$ cat src/rtl/itrx_aib_phy_tx_seq.sv
// AIB transmit sequencer: trains the far-side receiver with a clock pattern and marker,
// then streams DDR words from a small FIFO to the IO buffers, retraining on request.
module itrx_aib_phy_tx_seq #(
    parameter int LANES    = 8,
    parameter int MARK_LEN = 16
) (
    input  logic               clk,
    input  logic               rst,
    input  logic               tx_en,
    input  logic               train_req,
    input  logic               in_valid,
    input  logic [2*LANES-1:0] in_data,
    output logic               in_ready,
    output logic [LANES-1:0]   idat0,
    output logic [LANES-1:0]   idat1,
    output logic               txen,
    output logic               iddr_enable,
    output logic               link_up,
    output logic               train_done
);

    localparam int CW = (MARK_LEN > 1) ? $clog2(MARK_LEN) : 1;
    localparam logic [CW-1:0] MARK_IDX = CW'(MARK_LEN - 1);

    typedef enum logic [1:0] {OFF, TRAIN, DATA} state_t;

    state_t             state, state_n;
    logic [CW-1:0]      cnt, cnt_n;
    logic [1:0]         count, count_n;
    logic               pend, pend_n;
    logic [2*LANES-1:0] head, tail, head_n, tail_n;
    logic               push, pop;
    logic               ready_n, txen_n, ddr_n, link_n, done_n;
    logic [LANES-1:0]   d0_n, d1_n;

    // Even word bits feed idat0 (first half), odd bits feed idat1; result is {idat1, idat0}.
    function automatic logic [2*LANES-1:0] split(input logic [2*LANES-1:0] w);
        logic [LANES-1:0] e, o;
        for (int i = 0; i < LANES; i++) begin
            e[i] = w[2*i];
            o[i] = w[2*i+1];
        end
        return {o, e};
    endfunction

    assign push = in_valid && in_ready;
    assign pop  = (state == DATA) && (count != 2'd0);

    always_comb begin
        state_n = state;
        cnt_n   = cnt;
        count_n = count;
        pend_n  = pend;
        head_n  = head;
        tail_n  = tail;
        ready_n = 1'b0;
        txen_n  = 1'b0;
        ddr_n   = 1'b0;
        link_n  = 1'b0;
        done_n  = 1'b0;
        d0_n    = '0;
        d1_n    = '0;

        if (!tx_en) begin
            state_n = OFF;
            cnt_n   = '0;
            count_n = 2'd0;
            pend_n  = 1'b0;
        end else begin
            case (state)
                OFF: begin
                    state_n = TRAIN;
                    cnt_n   = '0;
                end
                TRAIN: begin
                    if (cnt == MARK_IDX) begin
                        state_n = DATA;
                        cnt_n   = '0;
                    end else begin
                        cnt_n = cnt + CW'(1);
                    end
                end
                DATA: begin
                    if (pop) {d1_n, d0_n} = split(head);
                    case ({push, pop})
                        2'b10: begin
                            if (count == 2'd0) head_n = in_data;
                            else               tail_n = in_data;
                            count_n = count + 2'd1;
                        end
                        2'b01: begin
                            head_n  = tail;
                            count_n = count - 2'd1;
                        end
                        2'b11: begin
                            if (count == 2'd1) begin
                                head_n = in_data;
                            end else begin
                                head_n = tail;
                                tail_n = in_data;
                            end
                        end
                        default: ;
                    endcase
                    pend_n = pend | train_req;
                    // Retrain only once every queued word has left the FIFO.
                    if (pend && count == 2'd0) begin
                        state_n = TRAIN;
                        cnt_n   = '0;
                        pend_n  = 1'b0;
                    end
                end
                default: state_n = OFF;
            endcase
        end

        case (state_n)
            TRAIN: begin
                txen_n = 1'b1;
                ddr_n  = 1'b1;
                d0_n   = '1;
                d1_n   = (cnt_n == MARK_IDX) ? '1 : '0;
            end
            DATA: begin
                txen_n  = 1'b1;
                ddr_n   = 1'b1;
                link_n  = 1'b1;
                done_n  = (state == TRAIN);
                ready_n = !pend_n && (count_n < 2'd2);
            end
            default: ;
        endcase
    end

    always_ff @(posedge clk or posedge rst) begin
        if (rst) begin
            state       <= OFF;
            cnt         <= '0;
            count       <= 2'd0;
            pend        <= 1'b0;
            in_ready    <= 1'b0;
            idat0       <= '0;
            idat1       <= '0;
            txen        <= 1'b0;
            iddr_enable <= 1'b0;
            link_up     <= 1'b0;
            train_done  <= 1'b0;
        end else begin
            state       <= state_n;
            cnt         <= cnt_n;
            count       <= count_n;
            pend        <= pend_n;
            in_ready    <= ready_n;
            idat0       <= d0_n;
            idat1       <= d1_n;
            txen        <= txen_n;
            iddr_enable <= ddr_n;
            link_up     <= link_n;
            train_done  <= done_n;
        end
    end

    // FIFO storage carries no reset; occupancy alone marks it valid.
    always_ff @(posedge clk) begin
        head <= head_n;
        tail <= tail_n;
    end

    assert property (@(posedge clk) disable iff (rst) !(push && count == 2'd2));

endmodule
$ cat config.mk
export PLATFORM = sky130hd
export DESIGN_NAME = itrx_aib_phy_tx_seq
export DESIGN_NICKNAME = d
export VERILOG_FILES = /design/src/rtl/itrx_aib_phy_tx_seq.sv
export SDC_FILE = /design/constraint.sdc
export NUM_CORES = 1
export LEC_CHECK = 0
export BUFFER_PORTS_ARGS = -buffer_cell sky130_fd_sc_hd__buf_4
export CAP_MARGIN = 10
export CORE_MARGIN = 2
export CORE_UTILIZATION = 55
export DETAILED_ROUTE_END_ITERATION = 16
export PLACE_DENSITY = 0.78
export SLEW_MARGIN = 20
export SYNTH_ARGS = -nofsm -noshare
export SYNTH_HDL_FRONTEND = slang
export SYNTH_SLANG_ARGS = --single-unit
$ cat constraint.sdc
create_clock -name clk -period 2.63 [get_ports clk]
set_input_delay 0.526 -clock clk [delete_from_list [all_inputs] [get_ports clk]]
set_output_delay 0.526 -clock clk [all_outputs]
set_load 0.01 [all_outputs]
# Word level (Yosys, flattened, before mapping)
# Index checks and enable logic that the tools add are counted.
[word_totals]
register_bits = 61
inputBits = 21
output_inout_bits = 21
elab_cells = 76
[classes]
addsub = 3
order_cmp = 1
eq_ne = 13
muxes = 33
n_bitwise = 1
reduce_logical = 13
[ops]
columns = ["cell", "count"]
rows = [
  ["$mux 8", 9],
  ["$mux 16", 4],
  ["$pmux 16 s3", 1],
  ["$pmux 16 s2", 1],
  ["$mux 4", 3],
  ["$pmux 4 s3", 1],
  ["$mux 2", 5],
  ["$eq 2x1->1 const B", 4],
  ["$eq 2x2->1 const B", 4],
  ["$eq 4x4->1 const B", 2],
  ["$mux 1", 7],
  ["$ne 2x2->1 const B", 3],
  ["$pmux 2 s3", 1],
  ["$reduce_and 5->1", 1],
  ["$add 4x1->4 const B", 1],
  ["$logic_and 1x1->1", 4],
  ["$logic_not 2->1", 2],
  ["$pmux 2 s2", 1],
  ["$reduce_and 4->1", 1],
  ["$reduce_bool 2->1", 2],
  ["$reduce_bool 3->1", 1],
  ["$add 2x1->2 const B", 1],
  ["$lt 2x2->1 const B", 1],
  ["$reduce_or 2->1", 1],
  ["3 further kinds", 3],
]

# Logic depth before layout (Yosys ltp)
# Gate-level depths: netlist of the first run.
[logic_depth]
ltp_word = 9
mapped_depth = 12
ltp_nobuf = 10

# Worst setup path after synthesis of the first run
# No wires, ideal clock.
[synth_timing]
path_type = "flip-flop to flip-flop"
startpoint = "register count[0]"
endpoint = "register tail[0] (enable)"
setup_time_ns = 0.388
t_arrival_ns = 1.959
t_required_ns = 2.242
slack_ns = 0.283
stages_incl_launch_ff = 9
path_buffers = 0
synth_period_minus_slack_ns = 2.347
cell_sequence = "dfrtp_1 -> inv_1 -> ha_1 -> nor2_4 -> inv_1 -> ha_1 -> nand2_1 -> o211ai_1 -> nor2_1"
[synth_via]
elab_chain_len = 5
word_cells_on_any_way = 10
[synth_rtl]
columns = ["element", "line_no", "rtl"]
rows = [
  ["from (decl)", "29", "logic [1:0] count, count_n;"],
  ["from (signal assigned)", "151", "count <= count_n;"],
  ["$reduce_bool 2->1", "47", "assign pop = (state == DATA) && (count != 2'd0);"],
  ["$logic_and 1x1->1", "47", ""],
  ["$eq 2x2->1", "85", "case ({push, pop})"],
  ["$ne 2x2->1 (no source line) or $reduce_bool 2->1 (tied branches)", "--", ""],
  ["$reduce_and 5->1 (no source line) *", "--", ""],
  ["to (signal assigned)", "166", "tail <= tail_n;"],
  ["to (decl)", "31", "logic [2*LANES-1:0] head, tail, head_n, tail_n;"],
]
# Every way passes the cells marked *; elsewhere a longest branch is shown, timed or not.
# A chain may end at the register's enable or synchronous reset.

# Worst setup path in the final report of the first run
[layout_timing]
startpoint = "register cnt[0]"
endpoint = "register idat1[5]"
[layout_via]
word_cells_on_any_way = 13
[layout_rtl]
columns = ["element", "line_no", "rtl"]
rows = [
  ["from (decl)", "28", "logic [CW-1:0] cnt, cnt_n;"],
  ["from (signal assigned)", "150", "cnt <= cnt_n;"],
  ["$eq 4x4->1", "76", "if (cnt == MARK_IDX) begin"],
  ["$mux 2", "76", ""],
  ["$pmux 2 s3", "70", "case (state)"],
  ["$mux 2", "64", "if (!tx_en) begin"],
  ["named net state_n[0]", "27", "state_t state, state_n;"],
  ["$eq 2x1->1", "117", "case (state_n)"],
  ["$mux 8", "117", ""],
  ["named net d1_n[5]", "34", "logic [LANES-1:0] d0_n, d1_n;"],
  ["to (signal assigned)", "155", "idat1 <= d1_n;"],
  ["to (decl)", "15", "output logic [LANES-1:0] idat1,"],
]
# The timed path passes the listed nets, and every way through them passes these cells.

==> run summary, run 1 <==
The number of nets in the finished design came out at 265. The tightest slew margin relative to the limit is 0.5977. The worst setup path is launched from a flip-flop.

The register bit total from synthesis came out at 61. The share of total power dissipated in combinational logic is 0.048. The path category of the worst min-delay check is input port to async pin. The initialized floorplan defines 24 standard-cell rows. By area the synthesized netlist is led by edfxtp_1 (37%), dfrtp_1 (28%), a22o_1 (5.7%).

Prior to clock tree synthesis, the placed netlist has a worst setup slack of 0.2121 ns. The post-detailed-placement half-perimeter wirelength came out at around 3.2 mm. For this configuration, the core starts out at a cell density of 0.5833. The internal power of the cells totals 1.553 mW. The share of total power dissipated in the clock network is 0.429. Among all stages on the critical path, the largest delay is contributed by dfrtp_1. The number of antenna violations at the first check in global routing is 0. The number of input and output port buffers inserted is 41. The met1 global-route usage came out at 0.2764. The number of antenna diodes in the final layout is 0. The total routed wirelength is between 4 and 5 mm. The post-detailed-route count of antenna-violating nets came out at 0. In this run the most used layer during global routing was met2.

The worst setup path startpoint is cnt[0]$_DFF_PP0_. The critical path in this run is classified as flip-flop to flip-flop. The clock network latency to the later pin of the worst-skew pair is approximately 0.34 ns.

The flow ran to the end, and the final reports show no timing, DRC or antenna violations. The area added between synthesis and finish came out at 21.77%. In this run the static leakage power is 1.371 nW. For this run, global-route usage on met3 was measured as 0.06768. STA puts the critical path data required time at 2.89 ns.

The total DRC errors in the routed layout came out at 0. The most critical setup path has its endpoint at idat1[5]$_DFF_PP0_. The slew at the pin closest to its max-slew limit came out at 0.6014 ns. The number of H-tree branching levels came out at 3. The number of enable-type register cells in the synthesized netlist is 32. The critical path's largest stage delay is 0.48 ns. The total global routing track utilization came out at 0.2004. The clock sink count is 61. The detailed-route wire length per cell is 15.62 µm. The cell area after synthesis is approximately 2600 µm². The startpoint identified for the worst register-to-register timing path is cnt[0]$_DFF_PP0_.

The clock root buffer master is clkbuf_8. The worst supply voltage drop on vdd came out at 0.5516 mV. The number of hold buffers added after CTS is 0.

The capture point of the worst reg-to-reg path is idat1[5]$_DFF_PP0_. The top cell type's share of synthesized area came out at 0.3707. The sequential share of power is 0.523.

For flop-to-flop paths, the worst setup slack is 0.32 ns. The first-pass detailed-route iteration total came out at 4. The clock tree from TritonCTS is done. The worst hold slack across all endpoints is around 0.25 ns. Max-cap violations in this run came to 0. No sink is reached through more buffers than the 2 on the longest clock path. The worst path arrival time came out at between 2 and 3 ns. The post-layout worst setup margin is between 0.3 and 0.4 ns.

The per-instance average area after synthesis came out at 13.86 µm². The count of pins on the block boundary came out at 42. In this run the power density over the cells is 618.9 nW/µm².

The number of clock buffers inserted by TritonCTS is 9. Summed over all instances, the cell type with the most area after synthesis is edfxtp_1. The filler cell count in the final layout came out at 325. Of the synthesized area, sequential elements account for 0.6506. The die width came out at 72.66 µm. Setup violations remaining at the end of the flow were counted as 0. The total net switching power is 0.4012 mW. The upper clock frequency limit came out at between 400 and 500 MHz.

The distinct cell type count of the synthesized netlist came out at between 40 and 50. In this design, the critical path's most frequently occurring cell is ha_1. Yosys printed 0 warnings. The fraction of the core area covered by cells at the end of the flow came out at 0.7103.

The net count of the mapped netlist is 216. The post-route fraction of the period consumed by the critical path is 0.8796. The met2 usage came out at 0.2919. Summing internal, switching and leakage power gives ~2.0 mW. At the end of routability-driven placement, the weighted congestion stood at 0.7800.

The number of vias per cell came out at 5.543. The first global-routing pass estimated 7.686 mm of wire. The shortest period the worst path allows came out at 2.313 ns. After clock tree synthesis, the clock-pin slew on the worst setup and hold paths is 0.07 ns. The die outline area came out at 5279 µm². The via count is 1,624. The aggregate global routing overflow came out at 0. The count of buffer and inverter cells on the critical path is 1. The floorplan core area came out at 4444 µm². The switching share of power came out at 0.2054. The length in cells of the worst reg-to-reg path is 9. The setup total negative slack is 0 ns.

The number of logic stages on the critical path including buffering came out at 9. The share of final-layout standard cells stronger than drive strength 1 is 0.3029. For this block, the initial DRC count from the detailed router was 58. The final-report max-slew violation count was 0. The pin count of the biggest net entering global routing came out at 30. The share of flip-flops with an asynchronous set or reset after synthesis is 0.4754. Between clock sinks in the finished design, the worst skew comes to 0.008230 ns. The y dimension of the die came out at 72.66 µm. The prevailing post-synth register cell is edfxtp_1. The via count of the first global-routing pass came to 1,595. Traced cell by cell, the critical path runs through ha_1, and3_1, nor2_1, o21ai_0, inv_1, ha_1, nor2b_2, nand2_1, o21ai_1. The worst setup path is captured at a flip-flop. The total count of hold-check failures in the final report came out at 0. Synthesis produced a netlist whose cell count is 187. Broken down by cell family, the worst path's largest delay share belongs to simple AND/OR/NAND/NOR gates. Setup repair after global routing left no endpoint under its margin. The largest fanout of any net on the critical path came out at 10.
[cells in the mapped netlist (2+ instances only)]
| library cell | count |
|---|---|
| a21o_1 | 8 |
| a22o_1 | 17 |
| o21ai_1 | 8 |
| o21ai_0 | 3 |
| buf_4 | 5 |
| edfxtp_1 | 32 |
| nand3_1 | 3 |
| and3_1 | 3 |
| nor2b_1 | 4 |
| nand2_2 | 2 |
| inv_1 | 10 |
| ha_1 | 8 |
| dfrtp_1 | 29 |
| a21oi_1 | 4 |
| buf_2 | 2 |
| nand2_1 | 17 |
| mux2i_1 | 2 |
| nor2_1 | 5 |
| o21a_1 | 3 |
[cell usage in the layout (no fill, tap or decap), types with 4 or more instances in the layout]
cell type / n
buf_4: 46
a21o_1: 8
dfrtp_1: 29
edfxtp_1: 32
clkbuf_8: 11
o21ai_1: 8
a21oi_1: 4
a22o_1: 17
inv_1: 10
ha_1: 8
nand2_1: 17
nor2_1: 5
[per-layer routing]
layer | vias up | wire length (µm)
met2 | 44 | 2209
met3 | 4 | 244
met5 | - | 0
li1 | 784 | -
met4 | 0 | 44
met1 | 792 | 2077
[worst min-delay path by stage]
stage / slack (ns) / end / cells after the start / startpoint
2_1_floorplan: 0.43 / idat0[0]$_DFF_PP0_ / 1 / head[0]$_DFFE_PP_
3_3_place_gp: 0.44 / idat0[3]$_DFF_PP0_ / 1 / head[6]$_DFFE_PP_
3_5_place_dp: 0.44 / idat0[4]$_DFF_PP0_ / 1 / head[8]$_DFFE_PP_
4_1_cts: 0.25 / idat0[6]$_DFF_PP0_ / 3 / rst
5_1_grt: 0.28 / idat0[2]$_DFF_PP0_ / 3 / rst
6_report: 0.25 / idat1[4]$_DFF_PP0_ / 3 / rst
[state kept, by name (all words and copies together), names as in the netlist]
name         cells
in_ready         1
cnt              4
count            2
link_up          1
idat1            8
iddr_enable      1
tail            16
pend             1
train_done       1
head            16
idat0            8
state            2
[power groups by stage]
stage | logic, mW | registers [mW] | clock network (mW)
global placement | 0.0921 | 1.04 | 0
finish | 0.0932 | 1.02 | 0.839
detailed placement | 0.0934 | 1.04 | 0
floorplan | 0.0411 | 1.04 | 0
global route | 0.102 | 1.02 | 0.895
CTS | 0.0943 | 1.02 | 0.851
[stage by stage]
| stage | cells | instance area, µm² |
|---|---|---|
| 6_report | 293 | 3157 |
| 5_1_grt | 293 | 3157 |
| 3_5_place_dp | 277 | 2952 |
| 3_3_place_gp | 277 | 2952 |
| 4_1_cts | 293 | 3154 |
| 2_1_floorplan | 187 | 2592 |
[cell type report]
| type | instances | area [µm²] | share of cell area |
|---|---|---|---|
| Multi-Input combinational cell | 108 | 819.5 | 0.2596 |
| Inverter | 10 | 37.54 | 0.01189 |
| Timing Repair Buffer | 46 | 345.3 | 0.1094 |
| Clock inverter | 4 | 47.55 | 0.01506 |
| Tap cell | 52 | 65.06 | 0.02061 |
| Clock buffer | 12 | 155.1 | 0.04915 |
| Sequential cell | 61 | 1687 | 0.5343 |
[logic make-up after synthesis]
kind of cell             synth area share
adder cells (fa/ha/maj)           0.03861
buffers and inverters             0.03427
AND/OR/NAND/NOR                    0.1158
flip-flops                         0.6506
multiplexers                     0.007722
AO/OA/AOI/OAI                      0.1530
[worst min-delay path: stages]
cell and delay (ns):
buf_4 0.11, inv_1 0.04, buf_4 0.33
[repair_timing]
item,in CTS,in global routing
gates resized for setup,0,1
setup buffers,0,0
hold endpoints to repair,0,0
setup endpoints to repair,0,8
(Power assumes the default switching activity.)
==> inputs of run 2 (changes only) <==
ABC_AREA = 1   (was default)
CORE_ASPECT_RATIO = 0.7   (was default)
CORE_UTILIZATION = 56   (was 55)
PLACE_DENSITY = 0.79   (was 0.78)
==> run 2 against run 1 <==
Cell count rose by 19%. Wire length rose by 7.6%. Fmax is 4.7% lower. Utilization increased by 1.5 points. Synthesized cell count rose by 27%. Global-route usage increased by 0.94 points. Hold slack better by 0.010 ns. Sequential power about the same. Critical endpoint is now tail[10]$_DFFE_PP_. Largest power group unchanged. Critical path type unchanged. Clock power fell by 0.7%. Die area rose by 0.68%. Non-clock buffer count is the same.
==> run summary, run 2 <==
The synthesis warning total is 0 (unchanged). The slowest stage of the critical path is the dfrtp_1 cell. In this run the clock root is driven by a clkbuf_8.

The number of input and output port buffers inserted came to 41 (unchanged). The filler cell count in the final layout came to 320 (-1.5%). The clock-pin slew reported for the worst setup and hold paths after clock tree synthesis came to 0.07 ns (about the same). The required arrival time at the worst endpoint came out at 2.65 ns (-0.24 ns). The maximum clock path buffer count came out at 2 (unchanged). The via count is 1,791 (+10%). The per-instance average area after synthesis is 11.20 µm² (-19%).

The initial detailed-routing violation count came to 118 (+100%). The setup clock skew after layout came out at 0.009184 ns (+0.0009549 ns). The area used by multi-input combinational logic came to 772.0 µm² (-5.8%). The instance area at placement was 3027 µm² (+2.5%). The worst path arrival time came out at 2.45 ns (-0.12 ns).

The clock sink count is 61 (unchanged). The slew at the pin closest to its max-slew limit came to 0.3799 ns (-0.2215 ns). The number of clock buffers inserted by TritonCTS is 9 (unchanged).

The number of cell rows is 20 (-17%). The number of hold buffers added after CTS came out at 0 (unchanged). The number of vias per cell is 5.147 (-7.1%). The area taken by flip-flops and latches came out at 1687 µm² (unchanged).

The distinct cell type count of the synthesized netlist came out at 34 (-17%). The clock network latency to the later pin of the worst-skew pair is 0.33 ns (about the same). The number of maximum-capacitance constraint violations is 0 (unchanged). The cell area after synthesis came out at 2654 µm² (+2.4%).

The final-report max-slew violation count was 0 (unchanged). The share of flip-flops with an asynchronous set or reset after synthesis came out at 0.4754 (unchanged). Walking the worst path, the cells encountered are inv_1, ha_1, inv_2, nand2_8, inv_6, ha_2, o21ai_0, a211oi_4, buf_4.

The run finished with clean final reports. The y dimension of the die came out at 61.60 µm (-15%). The areal power density over the cells came out at 602.1 nW/µm² (-2.7%). The total global routing track utilization came out at 0.2098 (+0.009412). The library cells used most frequently in the layout, excluding fill and tap cells, are nand2_1 (58), buf_4 (46), inv_1 (33). The number of H-tree branching levels is 3 (unchanged). The count of pins on the block boundary was 42 (unchanged). The die outline area came to 5314 µm² (+0.68%). The global placement routability congestion came out at 0.7739 (-0.78%).

The count of buffer and inverter cells on the critical path came to 4 (+3). The register bit total from synthesis came out at 61 (unchanged). The number of nets in the finished design came out at 317 (+20%). The post-route fraction of the period consumed by the critical path is 0.9229 (+0.04329). The largest registers in the layout are head x16, tail x16. The upper clock frequency limit came to 412.0 MHz (-4.7%). The number of antenna repair diodes is 0 (unchanged). In the synthesized netlist the dominant register cell turns out to be edfxtp_1.

The total count of hold-check failures in the final report is 0 (unchanged). The leakage power total is 1.500 nW (+9.4%). STA classifies the critical path startpoint as a flip-flop.

The pin count of the biggest net entering global routing came out at 30 (unchanged). The aggregate global routing overflow is 0 (unchanged). The detailed-route wire length per cell came out at 14.14 µm (-9.4%). The net count of the mapped netlist was 266 (+23%). The worst supply voltage drop on vdd came out at 0.3457 mV (-37%).

The total DRC errors in the routed layout came out at 0 (unchanged). The total routed wirelength came to 4.922 mm (+7.6%). TritonCTS built the clock tree.

The worst setup path is of the flip-flop to flip-flop kind. The number of enable-type register cells in the synthesized netlist is 32 (unchanged). STA classifies the critical path endpoint as a flip-flop. The proportion of synthesized chip area in sequential cells came out at 0.6355 (-0.01503). The number of antenna violations at the first check in global routing came out at 0 (unchanged). The setup total negative slack came out at 0 ns (unchanged). The post-detailed-placement half-perimeter wirelength came out at 3.550 mm (+12%). The setup violation total in the final timing report was 0 (unchanged).

On the critical path the largest part of the delay comes from buffers and inverters. Setup repair after global routing left no endpoint under its margin. The shortest period the worst path allows came out at 2.427 ns (+0.1139 ns).

By area the synthesized netlist is led by edfxtp_1 (36%), dfrtp_1 (27%), nand2_1 (8.2%). The path category of the worst min-delay check is input port to async pin. The global-route wire length before repair came to 8.052 mm (+4.8%). The top cell type's share of synthesized area came out at 0.3621 (-0.008563).

Yosys instantiated no cell more often than nand2_1. The starting density of the core came out at 0.5958 (+0.01245). The first-pass detailed-route iteration total came out at 4 (unchanged). The via count of the first global-routing pass is 1,656 (+3.8%). The critical path's largest stage delay came to 0.39 ns (-0.09 ns). The library cell used most frequently in the layout, excluding fill and tap cells, is nand2_1. Counting instances in the post-synthesis netlist gives the leading cell types as nand2_1 (58), inv_1 (33), edfxtp_1 (32).

The post-layout instance area is 3232 µm² (+2.4%). edfxtp_1 takes more of the synthesized area than any other cell. The share of final-layout standard cells stronger than drive strength 1 came out at 0.2833 (-0.01963). The area added between synthesis and finish is 21.78% (about the same). The floorplan core area came out at 4454 µm² (+0.23%).

The number of instances in the synthesized netlist came to 237 (+27%). The largest fanout of any net on the critical path came to 18 (+8). The post-detailed-route count of antenna-violating nets is 0 (unchanged).

The die width is 86.28 µm (+19%). The tightest slew margin relative to the limit is 0.7462 (+0.1484).
==> run 2: area by class of cell <==
type	instances	area share
Multi-Input combinational cell	131	0.2389
Clock buffer	12	0.04801
Inverter	39	0.04839
Tap cell	55	0.02129
Clock inverter	4	0.01471
Sequential cell	61	0.5219
Timing Repair Buffer	46	0.1069
==> run 2: worst paths after layout <==
path	startpoint	endpoint	slack (ns)	cells after the start
max	count[0]$_DFFE_PP0P_	tail[10]$_DFFE_PP_	0.20	9
min	rst	idat1[6]$_DFF_PP0_	0.26	3
max reg2reg	count[0]$_DFFE_PP0P_	tail[10]$_DFFE_PP_	0.20	9
min reg2reg	head[13]$_DFFE_PP_	idat1[6]$_DFF_PP0_	0.45	2
max in group asynchronous	rst	in_ready$_DFF_PP0_	2.09	3
min in group clk	in_data[7]	tail[7]$_DFFE_PP_	0.38	1
==> run 2: worst min-delay path, stage by stage <==
cell and delay (ns):
buf_4 0.11, inv_1 0.04, buf_4 0.33
==> run 2: kinds of logic after synthesis <==
| kind of cell | count (synthesis) | synth area share |
|---|---|---|
| AOI/OAI and AO/OA | 30 | 0.07874 |
| and+or+nand+nor | 93 | 0.1688 |
| DFF | 61 | 0.6356 |
| buffers and inverters | 45 | 0.07920 |
| adders and majority gates | 8 | 0.03772 |
==> run 2: per-layer routing <==
layer  track usage  up-vias  wire length [µm]
li1              -      887                 -
met1        0.2965      817              2365
met2        0.3101       79              2076
met3       0.06702        8               424
met4       0.07813        0                56
met5             0        -                 0
==> run 2: where the power goes <==
| part | internal [mW] | switching (mW) |
|---|---|---|
| logic | 0.0426 | 0.0500 |
| clock network | 0.486 | 0.347 |
| registers | 1.02 | 0.00453 |
| total | 1.54 | 0.401 |
==> run 2: repair_timing <==
| action | 4_1_cts | 5_1_grt |
|---|---|---|
| buffers inserted | 0 | 0 |
| resized for setup | 0 | 1 |
| endpoints found under the setup margin | 0 | 16 |
==> run 2: metrics by stage <==
step	setup WS, ns	std cells	hold slack [ns]	total power, mW	util
final	0.2027	348	0.2622	1.946	0.7256
after global routing	0.05555	348	0.2990	2.017	0.7256
after CTS	0.1404	348	0.2614	1.960	0.7250
after detailed placement	0.1500	332	0.4375	1.133	0.6795
after global placement	0.2551	332	0.4319	1.130	0.6795
after floorplan	0.1048	237	0.4267	1.082	-
==> inputs of run 3 (changes only) <==
CORE_UTILIZATION = 50   (was 56)
PLACE_DENSITY = 0.75   (was 0.79)
clock period = 2.1 ns   (was 2.63 ns; I/O delays follow)
==> run 3 against run 2 <==
Wire length fell by 2.5%. Sequential power rose by 25%. Clock power rose by 36%. Die area rose by 11%. Clock-buffer cell count rose by 3. Global-route usage fell by 2.2 points. Fmax rose by 22%. Total power rose by 29%. Flip-flop and latch count did not move. Sequential share of layout area fell by 2.1 points. Combinational power rose by 23%. Setup slack got worse by 0.097 ns. Critical endpoint is now tail[13]$_DFFE_PP_. Largest cell class unchanged.
==> run summary, run 3 (synthesis gave the netlist of run 2 again) <==
The setup violation total in the final timing report is 0 (unchanged). The worst path arrival time is 2.04 ns (-0.41 ns). The floorplan core area is 5175 µm² (+16%). The instance count after placement with tap cells included came to 350 (+5.4%). The via count came out at 1,791 (unchanged). The share of final-layout standard cells stronger than drive strength 1 is 0.3153 (+0.03198). The worst setup path startpoint is state[1]$_DFF_PP0_.

The post-layout instance area came out at 3367 µm² (+4.2%). The path category of the worst min-delay check is input port to async pin. The largest fanout of any net on the critical path came out at 18 (unchanged). The clock network latency to the later pin of the worst-skew pair is 0.33 ns (about the same). The number of H-tree branching levels is 3 (unchanged).

The number of input and output port buffers inserted was 41 (unchanged). The count of pins on the block boundary is 42 (unchanged). The detailed-route wire length per cell came out at 13.07 µm (-7.6%). The instance area at placement was 3108 µm² (+2.7%).

The length in cells of the worst reg-to-reg path is 9 (unchanged). The tightest slew margin relative to the limit is 0.7468 (about the same). The startpoint-to-endpoint class of the critical path is flip-flop to flip-flop. Setup repair after global routing could not meet its margin everywhere. The nature of the critical path startpoint is a flip-flop. The top cell types in the final layout, fill and taps aside, are nand2_1 (57), buf_4 (46), edfxtp_1 (32). The post-detailed-placement half-perimeter wirelength is 3.497 mm (-1.5%). The number of antenna violations at the first check in global routing was 0 (unchanged). The die outline area is 5916 µm² (+11%). The number of vias per cell is 4.880 (-5.2%).

In this run the worst setup path terminates at tail[13]$_DFFE_PP_. The starting density of the core is 0.5128 (-0.08297). The die width came out at 91.08 µm (+5.6%). The sum of internal, switching and leakage power came out at 2.519 mW (+29%). The most common library cell in the layout ignoring fill and taps is nand2_1. The fraction of the core area covered by cells at the end of the flow came out at 0.6506 (-0.07493). The worst supply voltage drop on vdd is 0.4541 mV (+31%). The total global routing track utilization was 0.1874 (-0.02242).

The area added between synthesis and finish came out at 26.87%. The number of hold buffers added after CTS is 0 (unchanged). The final-report max-slew violation count was 0 (unchanged).

The post-route fraction of the period consumed by the critical path is 0.9495 (+0.02663). The shortest period the worst path allows came out at 1.994 ns (-0.4332 ns). TritonCTS built the clock tree. The leakage power total came out at 1.540 nW (+2.6%). The slew at the pin closest to its max-slew limit is 0.3799 ns (-0.00005901 ns). The total routed wirelength came out at 4.797 mm (-2.5%). The pin count of the biggest net entering global routing is 30 (unchanged). The areal power density over the cells came out at 748.0 nW/µm² (+24%). The clock root buffer master is clkbuf_8. The aggregate global routing overflow is 0 (unchanged). The setup clock skew after layout was 0.004517 ns (-0.004667 ns). The register-to-register setup slack came out at 0.11 ns (-0.10 ns).

The largest registers in the layout are head x16, tail x16. The via count of the first global-routing pass is 1,730 (+4.5%). The initial detailed-routing violation count came out at 86 (-27%). The post-layout worst setup margin is 0.1059 ns (-0.09678 ns). The startpoint identified for the worst register-to-register timing path is state[1]$_DFF_PP0_.

The number of maximum-capacitance constraint violations came out at 0 (unchanged). The y dimension of the die is 64.96 µm (+5.5%). The clock-pin slew reported for the worst setup and hold paths after clock tree synthesis came to 0.06 ns (about the same). The count of non-filler cells in the finished layout came to 367 (+5.5%). The total count of hold-check failures in the final report came out at 0 (unchanged). The upper clock frequency limit came out at 501.5 MHz (+22%).

The worst hold slack across all endpoints is 0.1483 ns (-0.1139 ns). The clock sink count is 61 (unchanged). The total DRC errors in the routed layout came out at 0 (unchanged). The number of cell rows came out at 22 (+10%). The run finished with clean final reports. The post-detailed-route count of antenna-violating nets is 0 (unchanged). The worst slack at placement came out at 0.1082 ns (-0.04184 ns). The maximum clock path buffer count came out at 2 (unchanged). The global-route wire length before repair is 8.259 mm (+2.6%).

The sort of element at the end of the critical path is a flip-flop. The setup total negative slack came out at 0 ns (unchanged). The number of antenna repair diodes came out at 0 (unchanged). The global placement routability congestion is 0.8254 (+6.7%). The number of nets in the finished design came out at 319 (+0.63%). The first-pass detailed-route iteration total is 4 (unchanged). The number of clock buffers inserted by TritonCTS is 9 (unchanged). The required arrival time at the worst endpoint is 2.15 ns (-0.50 ns). The capture point of the worst reg-to-reg path is tail[13]$_DFFE_PP_.
run 3: power breakdown:
group	switching [mW]	leakage [nW]	internal [mW]	total, mW
clock network	0.426	0.122	0.700	1.13
logic	0.0610	0.749	0.0533	0.114
registers	0.00566	0.668	1.27	1.28
total	0.493	1.54	2.03	2.52
run 3: how the worst min path moves through the flow:
stage,slack (ns),start,to,depth (start not counted)
2_1_floorplan,0.43,head[1]$_DFFE_PP_,idat1[0]$_DFF_PP0_,2
3_3_place_gp,0.43,head[5]$_DFFE_PP_,idat1[2]$_DFF_PP0_,2
3_5_place_dp,0.44,head[13]$_DFFE_PP_,idat1[6]$_DFF_PP0_,2
4_1_cts,0.15,rst,idat1[3]$_DFF_PP0_,3
5_1_grt,0.18,rst,idat1[3]$_DFF_PP0_,3
6_report,0.15,rst,idat1[3]$_DFF_PP0_,3
run 3: critical path: stages (launching register included):
cell and delay, ns:
dfrtp_1 0.51, nand2_4 0.18, clkinv_4 0.09, nand2_8 0.11, inv_6 0.08, ha_4 0.20, nand2_2 0.07, o21ai_2 0.07
a211oi_4 0.20, buf_12 0.19
run 3: layer usage:
metal / wire, µm / track usage / up-vias
met5: 0 / 0 / -
li1: - / - / 892
met3: 415 / 0.08837 / 7
met4: 45 / 0.05114 / 0
met1: 2263 / 0.2619 / 825
met2: 2073 / 0.2630 / 67
run 3: layout make-up:
class | count | area [µm²]
Clock inverter | 1 | 5.005
Timing Repair Buffer | 48 | 385.4
Inverter | 39 | 161.4
Tap cell | 72 | 90.09
Clock buffer | 15 | 229.0
Multi-Input combinational cell | 131 | 809.5
Fill cell | 420 | 1808
Sequential cell | 61 | 1687
run 3: what timing repair did:
action | CTS | global route
setup endpoints to repair | 0 | 12
endpoints found under the hold margin | 0 | 0
resized for setup | 0 | 1
setup buffers | 0 | 1
